==> src/rtl/spram_stream_loader.sv <==
// Frame buffer controller: streams words into a single-port RAM, then reads the
// frame back out through a 2-entry skid FIFO that hides the RAM read latency.
module spram_stream_loader #(
  parameter int AWIDTH    = 11,
  parameter int NUM_WORDS = 2048,
  parameter int DWIDTH    = 60
) (
  input  logic              clk,
  input  logic              resetn,
  input  logic              in_valid,
  output logic              in_ready,
  input  logic [DWIDTH-1:0] in_data,
  input  logic              in_last,
  input  logic              start_drain,
  output logic              out_valid,
  input  logic              out_ready,
  output logic [DWIDTH-1:0] out_data,
  output logic              out_last,
  output logic [AWIDTH:0]   frame_len,
  output logic              busy,
  output logic [AWIDTH-1:0] ram_address,
  output logic              ram_wren,
  output logic [DWIDTH-1:0] ram_data,
  input  logic [DWIDTH-1:0] ram_out
);

  localparam int CW = AWIDTH + 1;

  typedef enum logic [1:0] {S_FILL, S_FULL, S_DRAIN} state_t;

  state_t          state_q, state_d;
  logic [CW-1:0]   wr_ptr_q, wr_ptr_d;
  logic [CW-1:0]   rd_ptr_q, rd_ptr_d;
  logic [CW-1:0]   frame_len_q, frame_len_d;

  logic [DWIDTH-1:0] fifo_data_q [2];
  logic              fifo_last_q [2];
  logic              head_q, tail_q;
  logic [1:0]        count_q;
  logic              infl_q, infl_last_q;

  logic       accept, pop, issue, rd_is_last;
  logic [1:0] occ;

  assign in_ready   = resetn && (state_q == S_FILL) && (wr_ptr_q < CW'(NUM_WORDS));
  assign accept     = in_valid && in_ready;
  assign out_valid  = (count_q != 2'd0);
  assign out_data   = out_valid ? fifo_data_q[head_q] : '0;
  assign out_last   = out_valid && fifo_last_q[head_q];
  assign pop        = out_valid && out_ready;
  assign frame_len  = frame_len_q;
  assign busy       = (state_q != S_FILL);
  assign ram_data   = in_data;
  assign rd_is_last = (rd_ptr_q == frame_len_q - CW'(1));

  // A pop this cycle frees its slot in time for the word issued now, which is
  // what keeps the drain bubble-free; buffered + in-flight never exceeds 2.
  assign occ   = count_q + {1'b0, infl_q} - {1'b0, pop};
  assign issue = (state_q == S_DRAIN) && (rd_ptr_q < frame_len_q) && (occ < 2'd2);

  always_comb begin
    state_d     = state_q;
    wr_ptr_d    = wr_ptr_q;
    rd_ptr_d    = rd_ptr_q;
    frame_len_d = frame_len_q;
    ram_wren    = 1'b0;
    ram_address = '0;
    case (state_q)
      S_FILL: begin
        if (accept) begin
          ram_wren    = 1'b1;
          ram_address = wr_ptr_q[AWIDTH-1:0];
          wr_ptr_d    = wr_ptr_q + CW'(1);
          frame_len_d = wr_ptr_q + CW'(1);
          if (in_last || (wr_ptr_q == CW'(NUM_WORDS - 1))) state_d = S_FULL;
        end
      end
      S_FULL: begin
        if (start_drain) begin
          state_d  = S_DRAIN;
          rd_ptr_d = '0;
        end
      end
      S_DRAIN: begin
        if (issue) begin
          ram_address = rd_ptr_q[AWIDTH-1:0];
          rd_ptr_d    = rd_ptr_q + CW'(1);
        end
        if (pop && out_last) begin
          state_d     = S_FILL;
          wr_ptr_d    = '0;
          rd_ptr_d    = '0;
          frame_len_d = '0;
        end
      end
      default: state_d = S_FILL;
    endcase
  end

  always_ff @(posedge clk) begin
    if (!resetn) begin
      state_q     <= S_FILL;
      wr_ptr_q    <= '0;
      rd_ptr_q    <= '0;
      frame_len_q <= '0;
    end else begin
      state_q     <= state_d;
      wr_ptr_q    <= wr_ptr_d;
      rd_ptr_q    <= rd_ptr_d;
      frame_len_q <= frame_len_d;
    end
  end

  // ram_out carries the word issued last cycle; infl_q marks it for capture.
  always_ff @(posedge clk) begin
    if (!resetn) begin
      fifo_data_q[0] <= '0;
      fifo_data_q[1] <= '0;
      fifo_last_q[0] <= 1'b0;
      fifo_last_q[1] <= 1'b0;
      head_q         <= 1'b0;
      tail_q         <= 1'b0;
      count_q        <= 2'd0;
      infl_q         <= 1'b0;
      infl_last_q    <= 1'b0;
    end else begin
      infl_q      <= issue;
      infl_last_q <= issue && rd_is_last;
      if (pop) head_q <= ~head_q;
      if (infl_q) begin
        fifo_data_q[tail_q] <= ram_out;
        fifo_last_q[tail_q] <= infl_last_q;
        tail_q              <= ~tail_q;
      end
      count_q <= count_q + {1'b0, infl_q} - {1'b0, pop};
    end
  end

endmodule

==> config.mk <==
export PLATFORM = sky130hd
export DESIGN_NAME = spram_stream_loader
export DESIGN_NICKNAME = d
export VERILOG_FILES = /design/src/rtl/spram_stream_loader.sv
export SDC_FILE = /design/constraint.sdc
export NUM_CORES = 1
export LEC_CHECK = 0
export CAP_MARGIN = 15
export CORE_AREA = 2 2 145 147
export DETAILED_ROUTE_END_ITERATION = 16
export DIE_AREA = 0 0 147 149
export GPL_TIMING_DRIVEN = 0
export PLACE_DENSITY = 0.76
export RECOVER_POWER = 50
export SLEW_MARGIN = 20
export SYNTH_ARGS = -nofsm -noshare
export SYNTH_HDL_FRONTEND = slang
export SYNTH_SLANG_ARGS = --single-unit
==> constraint.sdc <==
create_clock -name clk -period 2.79 [get_ports clk]
set_input_delay 0.279 -clock clk [delete_from_list [all_inputs] [get_ports clk]]
set_output_delay 0.279 -clock clk [all_outputs]
set_load 0.02 [all_outputs]
==> results of run 1 <==
state kept, by name (all words and copies together), names as in the netlist, named ones only:
name,count
infl_last_q,1
fifo_data_q,120
fifo_last_q,2
infl_q,1
head_q,1
rd_ptr_q,12
state_q,2
count_q,2
tail_q,1
frame_len,12
report_power, final:
group	switching [mW]	total (mW)	internal [mW]
clock network	0.979	2.22	1.24
registers	0.0520	2.64	2.59
logic	1.44	2.62	1.19
critical path, delay by kind of cell, from the launching register on:
| family | cells | cell delay, ns |
|---|---|---|
| AOI/OAI and AO/OA | 2 | 0.34 |
| xor gates and xnor gates | 2 | 0.36 |
| adders and majority gates | 2 | 0.42 |
| buffers and inverters | 4 | 0.36 |
| DFF | 1 | 0.37 |
| and+or+nand+nor | 2 | 0.55 |
layer usage:
metal	wire length [um]	part of all wire, %
met4	518	2.3
met3	1620	7.3
met2	11600	52
met1	8440	38
met5	11	0.050
stage by stage:
stage / util [%] / hold slack, ns / area (um^2) / setup slack, ns / power (mW)
floorplan: - / 0.425 / 8400 / -0.0240 / 4.09
global placement: 52.9 / 0.451 / 10900 / -1.54 / 5.10
detailed placement: 53.2 / 0.454 / 10900 / -1.15 / 5.12
CTS: 56.7 / 0.470 / 11700 / -0.272 / 7.44
global route: 57.5 / 0.519 / 11800 / -0.356 / 7.79
finish: 57.5 / 0.465 / 11800 / -0.296 / 7.49
final cells by class:
type | count | share of cell area [%]
antenna | 1 | 0.0212
buffer | 109 | 6.34
clock buffer | 18 | 3.63
clock inverter | 13 | 1.10
inverter | 22 | 0.698
multi-input combinational | 494 | 29.1
sequential | 155 | 36.5
tap | 275 | 2.91
timing repair buffer | 233 | 19.8
cell usage in the layout (no fill, tap or decap), types with 3 or more instances in the layout:
cell type / count
clkdlybuf4s50_1: 142
and2_1: 124
edfxtp_1: 120
nor2_1: 86
buf_4: 76
mux2i_1: 62
dlygate4sd3_1: 60
dfxtp_1: 31
nand2_1: 30
clkbuf_1: 24
buf_6: 22
inv_1: 19
xnor2_1: 19
ha_1: 18
clkbuf_16: 17
nand3_1: 15
o21ai_0: 12
a21oi_1: 11
nand4_1: 11
nor3_1: 9
nor4_1: 9
buf_2: 8
a31oi_1: 7
clkbuf_2: 6
inv_6: 6
o211ai_1: 5
a22o_1: 5
and3_1: 5
nand2b_1: 4
a22o_4: 3
xor2_1: 3
or3_1: 3
clkinvlp_4: 3
dfxtp_2: 3
logic make-up after synthesis:
group / count (synthesis)
AO/OA/AOI/OAI: 70
XOR/XNOR: 24
adder cells (fa/ha/maj): 21
buffers and inverters: 134
flip-flops: 155
multiplexers: 62
AND/OR/NAND/NOR: 317
worst max path at each step:
stage,from,endpoint,cells past startpoint
floorplan,count_q[1],ram_address[0],11
global placement,resetn,fifo_data_q[1][23],5
detailed placement,out_ready,ram_address[9],14
CTS,count_q[0],ram_address[9],12
global route,count_q[1],ram_address[10],12
finish,count_q[1],ram_address[6],12
what timing repair did:
action	4_1_cts	5_1_grt
endpoints found under the setup margin	67	54
gates cloned	1	0
setup buffers	12	5
gates resized for setup	92	36
pin swaps	3	10
==> flow_summary.yaml, run 1 <==
outcome:
  status: "finished with violations"
  violations: "negative setup slack"
grt:
  met1_usage_pct: 22.8
  grt_most_used_layer: "met2"
  grt_overflow: 0
  use_met3_pct: 5.02
  grt_max_degree: 53
  grt_pass1_wl_mm: 33.2
  grt.met2_usage_pct: 35.4
  grt_pass1_vias: 6276
  grt.total_usage_pct: 19.6
  antenna_found_initial: 2
finish:
  num-fill-cells: 1712
  area_growth_syn_to_layout_pct: 40.8
  finalNetCount: 1179
  final_cells: 1320
  seqCellArea_um2: 4310
  multiInputGateArea_um2: 3440
  drive_above_1_share_pct: 17.3
yosys:
  synth_compound_area_share_pct: 5.90
  yosys.area.top_type: "edfxtp_1"
  synthArstFlopShare_pct: 0
  synth-edff-count: 120
  yosys-top-cells-area: "edfxtp_1, and2_1, dfxtp_1, mux2i_1, buf_4"
  syn_area_um2: 8400
  synthDistinctLibCells: 59
  synth_most_common_cell: "and2_1"
  synth-main-ff-cell: "edfxtp_1"
  synthMuxAreaShare_pct: 7.39
  synth_fa_ha_area_share_pct: 3.13
  yosysWarnings: 0
  synth_common_cells: "and2_1, edfxtp_1, nor2_1"
  ys_ff_latch: 155
  syn-num-nets: 930
  seq_area_frac_synth_pct: 51.3
  synth-xor-area-share_pct: 2.50
  synth_top_family_by_area: "simple AND/OR/NAND/NOR gates"
  synth-simple-area-share_pct: 20.2
  synth_top_area_share_pct: 42.9
  syn_avg_cell_area_um2: 10.7
  netlist_instances: 783
sta:
  worst_slack_ns: -0.296
  min_period_ns: 3.09
  fin_setup_tns_ns: -2.82
  drv_slew: 0
  setup_viol: 13
  worst_pin_slew_ns: 0.622
  fmax_mhz: 324
  hold_violations: 0
  fin_skew_ns: 0.00925
  fin_crit_sh_pct: 111
  rsz0062_at_grt: "yes"
  max_slew_margin_pct: 58.3
die:
  num_rows: 53
  die_height_um: 149
  die_area_um2: 21900
  ioPinCount: 274
  die_w_um: 147
  start_util_pct: 40.8
  core_area_um2: 20600
drt:
  first_iter_violations: 432
  drt-total-wl_mm: 22.2
  avgRoutedWirePerCell_um: 16.8
  ant_nets: 0
  viasPerCell: 5.01
  dr.pass1.iters: 5
  drc: 0
  num_vias: 6608
clock_network:
  cts_tree: "done"
  cts.path.max_buffers: 2
  root_buffer: "clkbuf_16"
  clock_latency_ns: 0.42
  hold_buffers: 0
  cts_buffers: 17
  h-tree-depth: 4
  clock_sinks: 155
  path_clk_slew_ns: 0.06
critical_path:
  critPathLaunchType: "flip-flop"
  max_stage_delay_ns: 0.37
  crit_type: "flip-flop to output port"
  r2r_start: "count_q[1]"
  crit_chain: "o21ai_4, inv_2, ha_4, inv_2, ha_4, xor2_2, xnor2_2, and4bb_2, and3_4, buf_8, a22o_1, buf_6"
  path_max_fanout: 5
  required_ns: 2.51
  critPathSlowestCell: "dfxtp_4"
  critPathArrivalTime_ns: 2.81
  rr_endpoint: "rd_ptr_q[11]"
  r2r_cells: 13
  r2r_setup_slack_ns: 0
  endpoint_kind: "output port"
hold_path:
  hp-start: "infl_last_q"
  min-delay-path-class: "flip-flop to flip-flop"
  min_path_cells: 2
  hold_end: "fifo_last_q[1]"
placed_design:
  gp_congestion: 0.878
  dp_cells: 1273
  port_buffers: 213
  hpwl_mm: 16.2
power:
  power_leakage_nw: 4.36
  powerDensity_nw_per_um2: 633
  vdd_ir_drop_max_uv: 586
run:
  cap_viol_max_count: 0
Power figures use the tool's default switching activity.
==> run 2, diff against run 1 <==
Settings changed: CORE_AREA 2 2 145 147 to 2 2 140 142, DIE_AREA 0 0 147 149 to 0 0 142 144, PLACE_DENSITY 0.76 to 0.78.
Clock period 2.79 ns to 3.85 ns, I/O delays scaled along.
==> flow_summary.yaml, run 2 (synthesized netlist as in run 1, its figures left out) <==
outcome:
  status: "finished with violations"
  violations: "max-capacitance violations, max-slew violations"
finish:
  area_growth_syn_to_layout_pct: 36.4
  final_cells: 1269
  drive_above_1_share_pct: 11.4
  largest_reg_flops: 120
  final_area_um2: 11500
  final_common_cell: "clkdlybuf4s50_1"
  post-route-util_pct: 60.0
  max_flop_register: "fifo_data_q"
  final_cell_mix: "clkdlybuf4s50_1, edfxtp_1, nor2_1, and2_1, dlygate4sd3_1"
  finalNetCount: 1164
placed_design:
  placed_area_um2: 10900
  dp_cells: 1236
  gp_congestion: 0.868
  hpwl_mm: 16.1
  port_buffers: 213
critical_path:
  critPathArrivalTime_ns: 3.27
  critPathLaunchType: "flip-flop"
  r2r_cells: 12
  required_ns: 3.46
  startpoint: "count_q[1]"
  endpoint: "ram_address[9]"
  rr_endpoint: "rd_ptr_q[10]"
  endpoint_kind: "output port"
  path_max_fanout: 10
  r2r_start: "count_q[1]"
  r2r_setup_slack_ns: 1.04
  crit_type: "flip-flop to output port"
power:
  powerDensity_nw_per_um2: 464
  vdd_ir_drop_max_uv: 322
  power_mw: 5.32
  power_leakage_nw: 4.23
drt:
  num_vias: 6494
  ant_nets: 0
  drc: 0
  dr.pass1.iters: 5
  first_iter_violations: 318
  drt-total-wl_mm: 21.8
  viasPerCell: 5.12
  avgRoutedWirePerCell_um: 17.2
die:
  die_height_um: 144
  core_area_um2: 19100
  num_rows: 51
  die_w_um: 142
  die_area_um2: 20400
  start_util_pct: 44.0
  ioPinCount: 274
sta:
  worst_pin_slew_ns: 1.54
  rsz0062_at_grt: "no"
  hold_violations: 0
  drv_slew: 29
  setup_viol: 0
  fin_crit_sh_pct: 94.9
  min_period_ns: 3.66
  hold_ws_ns: 0.459
  max_slew_margin_pct: -2.85
  fmax_mhz: 274
  fin_skew_ns: 0.0108
grt:
  grt.total_usage_pct: 20.9
  antenna_found_initial: 2
  grt_max_degree: 38
  grt_pass1_vias: 6334
  grt_overflow: 0
  grt_pass1_wl_mm: 32.9
clock_network:
  root_buffer: "clkbuf_16"
  path_clk_slew_ns: 0.06
  clock_sinks: 155
  h-tree-depth: 4
  clock_latency_ns: 0.42
  cts.path.max_buffers: 2
  cts_buffers: 17
  cts_tree: "done"
hold_path:
  min-delay-path-class: "flip-flop to flip-flop"
run:
  cap_viol_max_count: 1
run 2: changes by cell type in the layout (fill, tap and decap cells not counted), moves of 4 or more:
cell,change
and2_0,+36
and2_1,-36
buf_4,-15
buf_6,-14
clkdlybuf4s50_1,-13
dlygate4sd3_1,+13
clkbuf_1,+9
dlygate4sd2_1,+8
buf_1,+6
buf_2,-6
clkbuf_2,-5
dfxtp_1,+4
run 2: per-layer routing:
| layer | global-route usage [%] | up-vias | wire (um) | part of all wire (%) |
|---|---|---|---|---|
| met1 | 24.4 | 3062 | 8450 | 39 |
| li1 | - | 3141 | - | - |
| met4 | 5.53 | 0 | 347 | 1.6 |
| met5 | 0 | - | 0 | 0 |
| met2 | 39.0 | 262 | 11700 | 54 |
| met3 | 4.50 | 29 | 1310 | 6.0 |
run 2: layout make-up:
| cell class | count | area [um^2] |
|---|---|---|
| Antenna cell | 1 | 2.50 |
| Multi-Input combinational cell | 494 | 3300 |
| Fill cell | 1593 | 7630 |
| Tap cell | 238 | 298 |
| Buffer | 111 | 719 |
| Clock buffer | 18 | 429 |
| Clock inverter | 14 | 158 |
| Timing Repair Buffer | 216 | 2150 |
| Inverter | 22 | 82.6 |
| Sequential cell | 155 | 4300 |
run 2: worst max-delay path, stage by stage, from the launching register on:
cell and delay (ns):
dfxtp_1 0.36, o21ai_4 0.23, inv_1 0.07, ha_1 0.27, inv_1 0.04, ha_1 0.18, xor2_1 0.15, xnor2_1 0.20
and4bb_2 0.32, and3_2 0.28, clkbuf_4 0.24, a22o_1 0.19, clkdlybuf4s15_1 0.33
run 2: worst min-delay path by stage:
stage | from | end | slack [ns] | cells past startpoint
2_1_floorplan | infl_last_q | fifo_last_q[1] | 0.43 | 2
3_3_place_gp | infl_last_q | fifo_last_q[1] | 0.45 | 2
3_5_place_dp | infl_last_q | fifo_last_q[1] | 0.46 | 2
4_1_cts | infl_last_q | fifo_last_q[1] | 0.46 | 2
5_1_grt | fifo_last_q[1] | fifo_last_q[1] | 0.51 | 2
6_report | infl_last_q | fifo_last_q[1] | 0.46 | 2
run 2: per-stage QoR:
| stage | setup TNS, ns | worst slack [ns] |
|---|---|---|
| 3_3_place_gp | -59.22 | -0.693 |
| 4_1_cts | 0 | 0.181 |
| 5_1_grt | 0 | 0.00825 |
| 3_5_place_dp | -5.71 | -0.597 |
| 6_report | 0 | 0.195 |
| 2_1_floorplan | 0 | 0.811 |
run 2: what timing repair did:
item,CTS,global route
hold buffers,0,0
buffers inserted,1,0
endpoints found under the setup margin,11,5
gates resized for setup,18,4
run 2: power by group:
part           switching [mW]  internal [mW]
Sequential             0.0376           1.87
Combinational           0.993          0.745
Clock                   0.701          0.970
Total                    1.73           3.59
